### src/rtl/btn_pkg.sv
// ---------------------------------------------------------------------------
// btn_pkg
// Shared definitions for the push-button conditioning blocks.
//   - state_t  : FSM state encoding (ST_IDLE, ST_PRESSED, ST_HOLD)
//   - *_DEF    : default timing constants for a 100 MHz clock
// ---------------------------------------------------------------------------
package btn_pkg;

  typedef enum logic [1:0] {
    ST_IDLE    = 2'd0,
    ST_PRESSED = 2'd1,
    ST_HOLD    = 2'd2
  } state_t;

  localparam int DEB_CYCLES_DEF    = 1_000_000;   // 10 ms
  localparam int HOLD_CYCLES_DEF   = 50_000_000;  // 500 ms
  localparam int REPEAT_CYCLES_DEF = 10_000_000;  // 100 ms

endpackage

### src/rtl/sync_2ff.sv
// ---------------------------------------------------------------------------
// sync_2ff
// Generic two-stage synchronizer for asynchronous level inputs
// (buttons, switches). Synchronous active-low reset clears both stages.
// Ports:
//   clk_i   in   clock
//   rstn_i  in   synchronous active-low reset
//   d_i     in   asynchronous input  [WIDTH-1:0]
//   q_o     out  synchronized output [WIDTH-1:0] (second stage)
// ---------------------------------------------------------------------------
module sync_2ff #(
  parameter int WIDTH = 1
) (
  input  logic             clk_i,
  input  logic             rstn_i,
  input  logic [WIDTH-1:0] d_i,
  output logic [WIDTH-1:0] q_o
);

  logic [WIDTH-1:0] meta_q;
  logic [WIDTH-1:0] sync_q;

  always_ff @(posedge clk_i) begin
    if (!rstn_i) begin
      meta_q <= '0;
      sync_q <= '0;
    end else begin
      meta_q <= d_i;
      sync_q <= meta_q;
    end
  end

  assign q_o = sync_q;

endmodule

### src/rtl/button_cond.sv
// ---------------------------------------------------------------------------
// button_cond
// Conditions one raw push-button: 2-FF synchronizer, debounce, press and
// release strobes, long-hold level and optional auto-repeat strobes.
// Optional feature macro: BUTTON_COND_AUTOREPEAT_EN
//   defined   -> repeat_o pulses on HOLD entry, then every REPEAT_CYCLES
//   undefined -> no repeat counter, repeat_o tied low
// Ports:
//   clk100_i   in   100 MHz system clock
//   rstn_i     in   synchronous active-low reset
//   btn_i      in   raw button, active-high, asynchronous and bouncy
//   level_o    out  debounced level
//   press_o    out  one-cycle strobe on accepted 0->1
//   release_o  out  one-cycle strobe on accepted 1->0
//   hold_o     out  high while the press has lasted >= HOLD_CYCLES
//   repeat_o   out  one-cycle auto-repeat strobe
// ---------------------------------------------------------------------------
module button_cond
  import btn_pkg::*;
#(
  parameter int DEB_CYCLES    = DEB_CYCLES_DEF,
  parameter int HOLD_CYCLES   = HOLD_CYCLES_DEF,
  parameter int REPEAT_CYCLES = REPEAT_CYCLES_DEF
) (
  input  logic clk100_i,
  input  logic rstn_i,
  input  logic btn_i,
  output logic level_o,
  output logic press_o,
  output logic release_o,
  output logic hold_o,
  output logic repeat_o
);

  localparam int DW = $clog2(DEB_CYCLES);
  localparam int HW = (HOLD_CYCLES > 1) ? $clog2(HOLD_CYCLES) : 1;
  localparam logic [DW-1:0] DEB_MAX  = DW'(DEB_CYCLES - 1);
  localparam logic [HW-1:0] HOLD_MAX = HW'(HOLD_CYCLES - 1);

  // Parameter sanity checks at elaboration.
  if (DEB_CYCLES < 2) begin : g_bad_deb
    $error("button_cond: DEB_CYCLES must be >= 2");
  end
  if (HOLD_CYCLES < 1) begin : g_bad_hold
    $error("button_cond: HOLD_CYCLES must be >= 1");
  end
  if (REPEAT_CYCLES < 1) begin : g_bad_rep
    $error("button_cond: REPEAT_CYCLES must be >= 1");
  end

  logic          sync_q;
  logic [DW-1:0] dcnt_q, dcnt_d;
  logic          level_q, level_d;
  logic          differ, accept, rise, fall;

  state_t        state_q;
  logic [HW-1:0] hcnt_q;
  logic          press_q, release_q, hold_q;

  sync_2ff #(.WIDTH(1)) u_sync (
    .clk_i  (clk100_i),
    .rstn_i (rstn_i),
    .d_i    (btn_i),
    .q_o    (sync_q)
  );

  // Debounce: the synchronized input must differ from the accepted level for
  // DEB_CYCLES consecutive cycles; any agreeing cycle restarts the count.
  always_comb begin
    differ  = sync_q ^ level_q;
    accept  = differ && (dcnt_q == DEB_MAX);
    dcnt_d  = (!differ || accept) ? '0 : dcnt_q + 1'b1;
    level_d = level_q ^ accept;
  end

  assign rise = accept & ~level_q;
  assign fall = accept &  level_q;

  always_ff @(posedge clk100_i) begin
    if (!rstn_i) begin
      dcnt_q  <= '0;
      level_q <= 1'b0;
    end else begin
      dcnt_q  <= dcnt_d;
      level_q <= level_d;
    end
  end

`ifdef BUTTON_COND_AUTOREPEAT_EN
  localparam int RW = (REPEAT_CYCLES > 1) ? $clog2(REPEAT_CYCLES) : 1;
  localparam logic [RW-1:0] REP_MAX = RW'(REPEAT_CYCLES - 1);
  logic [RW-1:0] rcnt_q;
  logic          rep_q;
`endif

  // Press/hold FSM. A fall is checked first in every active state so that a
  // release always wins over hold entry or a repeat strobe in the same cycle.
  always_ff @(posedge clk100_i) begin
    if (!rstn_i) begin
      state_q   <= ST_IDLE;
      hcnt_q    <= '0;
      press_q   <= 1'b0;
      release_q <= 1'b0;
      hold_q    <= 1'b0;
`ifdef BUTTON_COND_AUTOREPEAT_EN
      rcnt_q    <= '0;
      rep_q     <= 1'b0;
`endif
    end else begin
      press_q   <= 1'b0;
      release_q <= 1'b0;
`ifdef BUTTON_COND_AUTOREPEAT_EN
      rep_q     <= 1'b0;
`endif
      case (state_q)
        ST_IDLE: begin
          if (rise) begin
            state_q <= ST_PRESSED;
            press_q <= 1'b1;
            hcnt_q  <= '0;
          end
        end
        ST_PRESSED: begin
          if (fall) begin
            state_q   <= ST_IDLE;
            release_q <= 1'b1;
            hcnt_q    <= '0;
          end else if (hcnt_q == HOLD_MAX) begin
            // hcnt_q stays at HOLD_MAX from here on (saturated).
            state_q <= ST_HOLD;
            hold_q  <= 1'b1;
`ifdef BUTTON_COND_AUTOREPEAT_EN
            rcnt_q  <= '0;
            rep_q   <= 1'b1;
`endif
          end else begin
            hcnt_q <= hcnt_q + 1'b1;
          end
        end
        ST_HOLD: begin
          if (fall) begin
            state_q   <= ST_IDLE;
            release_q <= 1'b1;
            hold_q    <= 1'b0;
            hcnt_q    <= '0;
`ifdef BUTTON_COND_AUTOREPEAT_EN
            rcnt_q    <= '0;
`endif
          end else begin
`ifdef BUTTON_COND_AUTOREPEAT_EN
            if (rcnt_q == REP_MAX) begin
              rcnt_q <= '0;
              rep_q  <= 1'b1;
            end else begin
              rcnt_q <= rcnt_q + 1'b1;
            end
`endif
          end
        end
        default: begin
          state_q <= ST_IDLE;
          hold_q  <= 1'b0;
          hcnt_q  <= '0;
        end
      endcase
    end
  end

  assign level_o   = level_q;
  assign press_o   = press_q;
  assign release_o = release_q;
  assign hold_o    = hold_q;
`ifdef BUTTON_COND_AUTOREPEAT_EN
  assign repeat_o  = rep_q;
`else
  assign repeat_o  = 1'b0;
`endif

endmodule

### config.mk
export PLATFORM = sky130hd
export DESIGN_NAME = button_cond
export DESIGN_NICKNAME = d
export VERILOG_FILES = /design/src/rtl/btn_pkg.sv /design/src/rtl/sync_2ff.sv /design/src/rtl/button_cond.sv
export SDC_FILE = /design/constraint.sdc
export NUM_CORES = 1
export LEC_CHECK = 0
export ABC_CLOCK_PERIOD_IN_PS = 3500
export CAP_MARGIN = 5
export CORE_ASPECT_RATIO = 0.6
export CORE_MARGIN = 3
export CORE_UTILIZATION = 28
export DETAILED_ROUTE_END_ITERATION = 7
export SLEW_MARGIN = 20
export SYNTH_ARGS = -nofsm -noshare
export SYNTH_HDL_FRONTEND = slang
export SYNTH_SLANG_ARGS = --single-unit
### constraint.sdc
create_clock -name clk100_i -period 3.5 [get_ports clk100_i]
set_input_delay 1.05 -clock clk100_i [delete_from_list [all_inputs] [get_ports clk100_i]]
set_output_delay 1.05 -clock clk100_i [all_outputs]
set_load 0.01 [all_outputs]
==> impl.org, run 1 <==
** Synthesis
- The commonest cells after synthesis are 54 x dfxtp_1, 38 x nor2_1, 30 x nand2_1.
- Post-synthesis cell type with the largest combined area :: dfxtp_1
- Of all flip-flops after synthesis, the portion carrying an async set or reset was 0.
- The mapped netlist covers 2800 um2.
- Portion of synthesized cell area occupied by the leading cell type :: 0.386
- Synthesized flop and latch total :: between 50 and 60
- In this run, synthesis inferred 0 flip-flops with an integrated enable.
- The netlist uses 53 different library cells.
- Synthesis produced a netlist whose cell count is about 340.
- In the post-synthesis netlist, the cell with the most instances is dfxtp_1.
- Sequential cell area fraction in the yosys report :: 0.386
- Post-synth net total :: approximately 350
- After synthesis, the mean cell area works out to a little over 8 um2.
- Main area contributors after synthesis :: dfxtp_1 39%, nor2_1 5.1%, a21oi_1 4.5%
- For this run, the number of Yosys warnings is 0.
- Primary FF master, synth :: dfxtp_1

** STA
- Final max-slew violation count :: 0
- RSZ-0062 raised after global routing :: false
- Final worst setup slack :: ~730 ps
- The final hold violation count came to 0.
- Share of the cycle needed by the critical path after routing :: 0.791
- Hold Worst Slack :: ~440 ps
- Worst Skew :: about 6.1 ps
- Total negative slack for setup checks :: 0 ps
- At the pin with the least slew margin, the transition time is roughly 1000 ps.
- Highest attainable clock frequency :: roughly 360 MHz
- The worst pin sits at a relative slew slack of 0.309.
- Setup violations remaining at the end of the flow were counted as 0.
- Counting I/O delays and the setup requirement, the final critical path takes approximately 2800 ps.

** Critical path
- STA classifies the critical path startpoint as a flip-flop.
- Worst Path Required :: ~3700 ps
- Startpoint-to-endpoint class of the critical path :: flip-flop to flip-flop
- Cell-by-cell trace of the critical path :: ha_1 > and3_1 > and4_1 > a31oi_4 > nand2_1 > or4_1 > a21oi_1
- For this design, the slowest cell found on the critical path is or4_1.
- The largest single stage delay on the critical path is around 570 ps.
- Data on the critical path arrives at its endpoint at 3000 ps.
- Crit-path max FO :: 19
- Type of destination of the critical path :: flip-flop

** Clock network
- After clock tree synthesis, the repair step resized 0 gates.
- Clock-pin slew was measured on the worst setup and hold paths at roughly 70 ps.
- CTS placed an instance of clkbuf_16 at the clock tree root.
- Clock tree synthesis found a total of 54 sinks.
- TritonCTS built the clock tree.
- Count of hold buffers inserted by post-cts repair :: 0
- Total number of H-tree levels :: 2
- The number of setup buffers added after CTS is 0.
- Skew-Pair Late Insertion Delay :: 290 ps
- The number of clock buffers added by TritonCTS is 5.
- The longest clock path from root to sink contains 2 buffers.

** Placement
- Port buffering added 6 buffers.
- Routability-driven placement finished with a final weighted congestion of approximately 0.83.
- After legalization and detailed placement, the total HPWL measured 4840 um.
- Before CTS, the worst setup slack after placement is 795 ps.

** Cells and area
- Layout Nets :: between 300 and 400
- Layout cells sized above 1 :: 0.0560
- Area delta synth->final :: 10.2%
- Antenna diode instance count :: 0

** GRT
- Entering global routing, the biggest net connects 21 pins.
- Total global-route track usage :: 0.125
- Initial antenna violation count :: 0
- The first global-routing pass estimated approximately 11000 um of wire.
- The number of global-route vias before repair was 2175.
- For this run the aggregate overflow at the end of global routing stands at 0.

** Routing
- DRC Markers :: 0
- The detail route stage leaves a number of antenna-violating nets equal to 0.
- Post-Route WL :: 6870 um
- First-pass detailed-route iteration total :: 4
- Initial detailed-routing violation count :: ~320
- Final routed wire length divided by cell count :: 14.6 um
- Number of vias after detailed routing :: approximately 2500
- Using the TritonRoute via totals, the vias-per-cell ratio works out to between 5 and 6.

** Power
- For this design the static power due to leakage is 0.000952 uW.
- Maximum ir drop on the vdd rail :: between 0.15 and 0.2 mV
- The share of total power dissipated in the clock network is 0.413.
- Combinational power share :: 0.078
- Of the total power, the share spent switching nets is 0.237.
- Overall power of the completed layout :: approximately 1200 uW
- Internal :: slightly above 900 uW
- Total power per unit cell area :: 395 nW/um2
- Net switching power figure :: slightly below 300 uW
- Share of power burned in registers :: 0.509

** Floorplanning
- Area of the die :: approximately 11000 um2
- The total area inside the core boundary comes to roughly 9500 um2.
- 8 I/O pins were placed.
- Die boundary width :: approximately 140 um
- For this configuration, the core starts out at a cell density of 0.296.
- Number of placement rows :: 27
- The die is 83.4 um tall.

** Worst hold path
- The path class of the tightest hold or removal check is flip-flop to flip-flop.

** Run status
- Status :: finished clean

** Run
- Across the run, the number of max-cap violations was 0.
-- layout make-up --
type                       count  area (um2)
fill                         996        6380
multi-input combinational    261        1580
sequential                    54        1080
tap                          130         163
clock buffer                   7         143
timing repair buffer           9        82.6
inverter                       7        26.3
clock inverter                 1        5.00
-- routing by layer --
| layer | part of all wire | vias to the layer above | GRT usage |
|---|---|---|---|
| li1 | - | 1234 | - |
| met2 | 0.35 | 65 | 0.149 |
| met1 | 0.57 | 1148 | 0.210 |
| met3 | 0.067 | 7 | 0.0285 |
| met4 | 0.010 | 0 | 0.0348 |
| met5 | 0 | - | 0 |
-- kinds of logic after synthesis --
family          Yosys count  share of synthesized area
other cells               1                    0.00134
xor+xnor                 17                     0.0532
buf+inv                  26                     0.0483
fa+ha+maj                 5                     0.0224
simple gates            162                      0.306
compound gates           75                      0.178
mux                       1                    0.00358
flops                    54                      0.386
-- cell usage in the layout (no fill, tap or decap), types with 2 or more instances in the layout --
cell	n
o22ai_1	3
inv_1	7
a21o_1	2
nor3_1	6
dfxtp_1	54
o21a_1	4
o211ai_1	3
clkdlybuf4s50_1	6
nand2_1	30
nor3b_1	2
and2_1	5
buf_4	3
or4_1	7
clkbuf_16	5
a21boi_0	2
o21ai_0	17
xnor2_1	10
nand4_1	12
nand3_1	20
and3_1	7
and4_1	8
nand2b_1	3
a31oi_1	2
xor2_1	7
nor4_1	7
a21oi_1	25
a31o_2	2
ha_1	5
nor2b_1	3
nor2_1	38
or3_1	10
-- metrics by stage --
stage               cells   util  cell area, um2
floorplan             341      -            2800
global placement      461  0.310            2930
detailed placement    461  0.310            2930
CTS                   469  0.326            3080
global route          469  0.326            3080
finish                469  0.326            3080
-- flip-flops by register name, summed over array words and instances, names as in the netlist, named ones only --
| name | cells |
|---|---|
| hcnt_q | 26 |
| dcnt_q | 20 |
| state_q | 2 |
| hold_o | 1 |
| press_o | 1 |
| release_o | 1 |
| u_sync.meta_q | 1 |
| u_sync.q_o | 1 |
-- path summary, 6_finish.rpt --
kind	startpoint	end	slack, ps	cells after the start
worst min-delay path	u_sync.meta_q$_SDFF_PN0_	u_sync.q_o$_SDFF_PN0_	440	1
worst max register to register	dcnt_q[0]$_SDFF_PP0_	hcnt_q[3]$_SDFFE_PN0P_	730	7
worst max-delay path	dcnt_q[0]$_SDFF_PP0_	hcnt_q[3]$_SDFFE_PN0P_	730	7
worst min register to register	u_sync.meta_q$_SDFF_PN0_	u_sync.q_o$_SDFF_PN0_	440	1
-- power by group through the flow --
stage / clock network (uW) / registers, uW / logic [uW]
6_report: 503 / 620 / 95.2
5_1_grt: 538 / 620 / 106
4_1_cts: 515 / 619 / 93.9
3_5_place_dp: 0 / 634 / 93.1
3_3_place_gp: 0 / 634 / 93.1
2_1_floorplan: 0 / 633 / 72.0
-- worst max-delay path: cells and delay by family (launching register included) --
family	cells	cell delay (ps)
AND/OR/NAND/NOR	4	1390
AO/OA/AOI/OAI	2	690
flip-flops	1	340
adder cells (fa/ha/maj)	1	270
No activity file was read; power rests on OpenSTA's default activity.
==> run 2, diff against run 1 <==
- ABC_CLOCK_PERIOD_IN_PS: 3500 -> 2600
- clock period: 3.5 -> 2.6 ns (I/O delays scaled with it)
==> run 2 against run 1 <==
Against the previous run:
- highest routed layer unchanged
- largest cell class unchanged
- die area is the same
- worst hold slack better by 9.2 ps
- count of clock-buffer cells in the layout fell by 2
- critical endpoint is now hcnt_q[23]$_SDFFE_PN0P_
- clock power rose by 35%
- total power grew 36%
- via count rose by 1.5%
- setup slack got worse by 550 ps
- first-iteration DRC count fell by 2.8%
- register-to-register slack worse by 550 ps
==> impl.org, run 2 (synthesis gave the netlist of run 1 again) <==
** Critical path
- The critical path goes through nor4b_2 > and4_1 > a31o_2 > nand2_1 > buf_4 > or4_1 > o21ai_0.
- STA classifies the critical path endpoint as a flip-flop.
- Nature of the critical path startpoint :: flip-flop
- Worst Path Required :: 2820 ps (-910 ps)
- The highest cell delay on the worst timing path is 460 ps (-110 ps).
- Among all stages on the critical path, the largest delay is contributed by or4_1.
- The top fanout value on the critical path came to 7 (-12).
- WP data arrival :: 2640 ps (-360 ps)
- The critical path is of the flip-flop to flip-flop type.

** Run
- Max-capacitance violation count :: 0 (unchanged)

** STA
- The final setup TNS is 0 ps (unchanged).
- Final critical-path required period :: 2420 ps (-346 ps)
- Worst Skew :: 8.15 ps (+2.03 ps)
- The count of final setup violators came to 0 (unchanged).
- Setup repair after global routing left no endpoint under its margin.
- Number of endpoints with negative hold slack in the final report :: 0 (unchanged)
- The relative slew slack is 0.518 (+0.209).
- Hold Worst Slack :: 445 ps (+9.17 ps)
- Worst slew pin tran :: 723 ps (-310 ps)
- The maximum operating frequency came to 413 MHz (+14%).
- The count of final max-slew check failures came to 0 (unchanged).
- Share of the cycle needed by the critical path after routing :: 0.932 (+0.141)

** GRT
- The first-pass GRT wire length came to 11600 um (+1.3%).
- Via count of the first global-routing pass :: 2245 (+3.2%)
- The aggregate global routing overflow came to 0 (unchanged).
- Initial antenna violation count :: 0 (unchanged)
- Maximum number of pins on one net before global-route repair :: 21 (unchanged)
- The all-layer global routing usage is 0.126 (+0.00117).

** Placement
- Inst Count DP :: 470 (+2.0%)
- Post-placement cell area :: 3000 um2 (+2.3%)
- The detailed placer's ending HPWL is 4970 um (+2.5%).
- The number of buffers inserted by port buffering came to 6 (unchanged).
- Final RePlAce weighted congestion :: 0.902 (+9.1%)

** Routing
- The final wirelength is 6830 um (-0.60%).
- Number of vias after detailed routing :: 2490 (+1.5%)
- ANT nets after route :: 0 (unchanged)
- The via-per-instance ratio was 5.21 (-0.44%).
- Final routed wire length divided by cell count :: 14.3 um (-2.5%)
- The first-pass iteration count of the detailed router was 4 (unchanged).
- The detailed router's first-iteration violation count came to 312 (-2.8%).
- The DRC violation count after routing came to 0 (unchanged).

** Cells and area
- Area delta synth->final :: 12.8%
- The largest registers in the layout are hcnt_q x26, dcnt_q x20, state_q x2.
- Most common cell after layout, fill and taps aside :: dfxtp_1
- The final cell area excluding filler cells came to 3160 um2 (+2.4%).
- The layout cell share with drive strength beyond 1 is 0.0862 (+0.0302).
- Layout Nets :: 355 (+2.6%)
- Ranked by flip-flop count, first place goes to hcnt_q.
- Leaving out fill and tap cells, the most frequent cells in the layout are 54 x dfxtp_1, 38 x nor2_1, 30 x nand2_1.
- The post-route non-filler standard cell count is 478 (+1.9%).
- The number of flip-flops under the largest register name came to 26 (unchanged).
- Antenna diode instance count :: 0 (unchanged)

** Clock network
- The maximum buffer depth of the clock tree was 2 (unchanged).
- Quantity of gates resized following cts :: 0 (unchanged)
- Total number of H-tree levels :: 2 (unchanged)
- Clock root buffer :: clkbuf_16
- The quantity of hold-fixing buffers added after cts came to 0 (unchanged).
- The clock slew at the register clock pins of the worst setup and hold paths came to 70 ps (about the same).
- The worst-skew pair later-pin latency was 300 ps (about the same).
- TritonCTS clock tree :: done
- The clock buffer count from CTS is 5 (unchanged).
- Number of clock sinks :: 54 (unchanged)
- Buffers inserted by post-CTS timing repair :: 0 (unchanged)

** Power
- The power density relative to cell area is 524 nW/um2 (+33%).
- The leakage power total was 0.000995 uW (+4.6%).
- Maximum ir drop on the vdd rail :: 0.246 mV (+40%)
- The sum of internal, switching and leakage power is 1650 uW (+36%).

** Floorplanning
- The number of top-level pins was 8 (unchanged).
- Number of placement rows :: 27 (unchanged)
- Die boundary width :: 135 um (unchanged)
- The die height is 83.4 um (unchanged).
- Initial core utilization :: 0.296 (unchanged)
- Area of the die :: 11300 um2 (unchanged)
- The core area is 9460 um2 (unchanged).

** Run status
- Status :: finished clean

** Worst hold path
- In this run the worst hold path is classified as flip-flop to flip-flop.
run 2: where the power goes:
group          internal, uW  total, uW  switching, uW
clock                   363        681            318
combinational          47.4        139           91.6
sequential              830        833           2.82
total                  1240       1650            412
run 2: stage by stage:
step	utilization	worst slack (ps)
final	0.334	177
after global routing	0.334	14.9
after CTS	0.333	145
after detailed placement	0.317	160
after global placement	0.317	208
after floorplan	-	342
run 2: cell type report:
class / count / area, um2
clock inverter: 3 / 25.0
tap: 130 / 163
timing repair buffer: 18 / 150
multi-input combinational: 261 / 1590
fill: 1007 / 6300
clock buffer: 5 / 125
sequential: 54 / 1080
inverter: 7 / 26.3
run 2: final timing paths:
check | from | endpoint | slack, ps | depth (start not counted)
setup / recovery | dcnt_q[11]$_SDFF_PP0_ | hcnt_q[23]$_SDFFE_PN0P_ | 180 | 7
hold / removal | u_sync.meta_q$_SDFF_PN0_ | u_sync.q_o$_SDFF_PN0_ | 440 | 1
setup reg to reg | dcnt_q[11]$_SDFF_PP0_ | hcnt_q[23]$_SDFFE_PN0P_ | 180 | 7
hold reg to reg | u_sync.meta_q$_SDFF_PN0_ | u_sync.q_o$_SDFF_PN0_ | 440 | 1
run 2: layer usage:
metal | track usage | vias to the layer above | wire, um
li1 | - | 1242 | -
met1 | 0.201 | 1166 | 3660
met2 | 0.158 | 77 | 2530
met3 | 0.0351 | 5 | 569
met4 | 0.0357 | 0 | 65
met5 | 0 | - | 0
run 2: critical path, delay by kind of cell (launching register included):
kind | cells | cell delay (ps)
flip-flops | 1 | 350
AO/OA/AOI/OAI | 2 | 340
buffers and inverters | 1 | 220
AND/OR/NAND/NOR | 4 | 1440
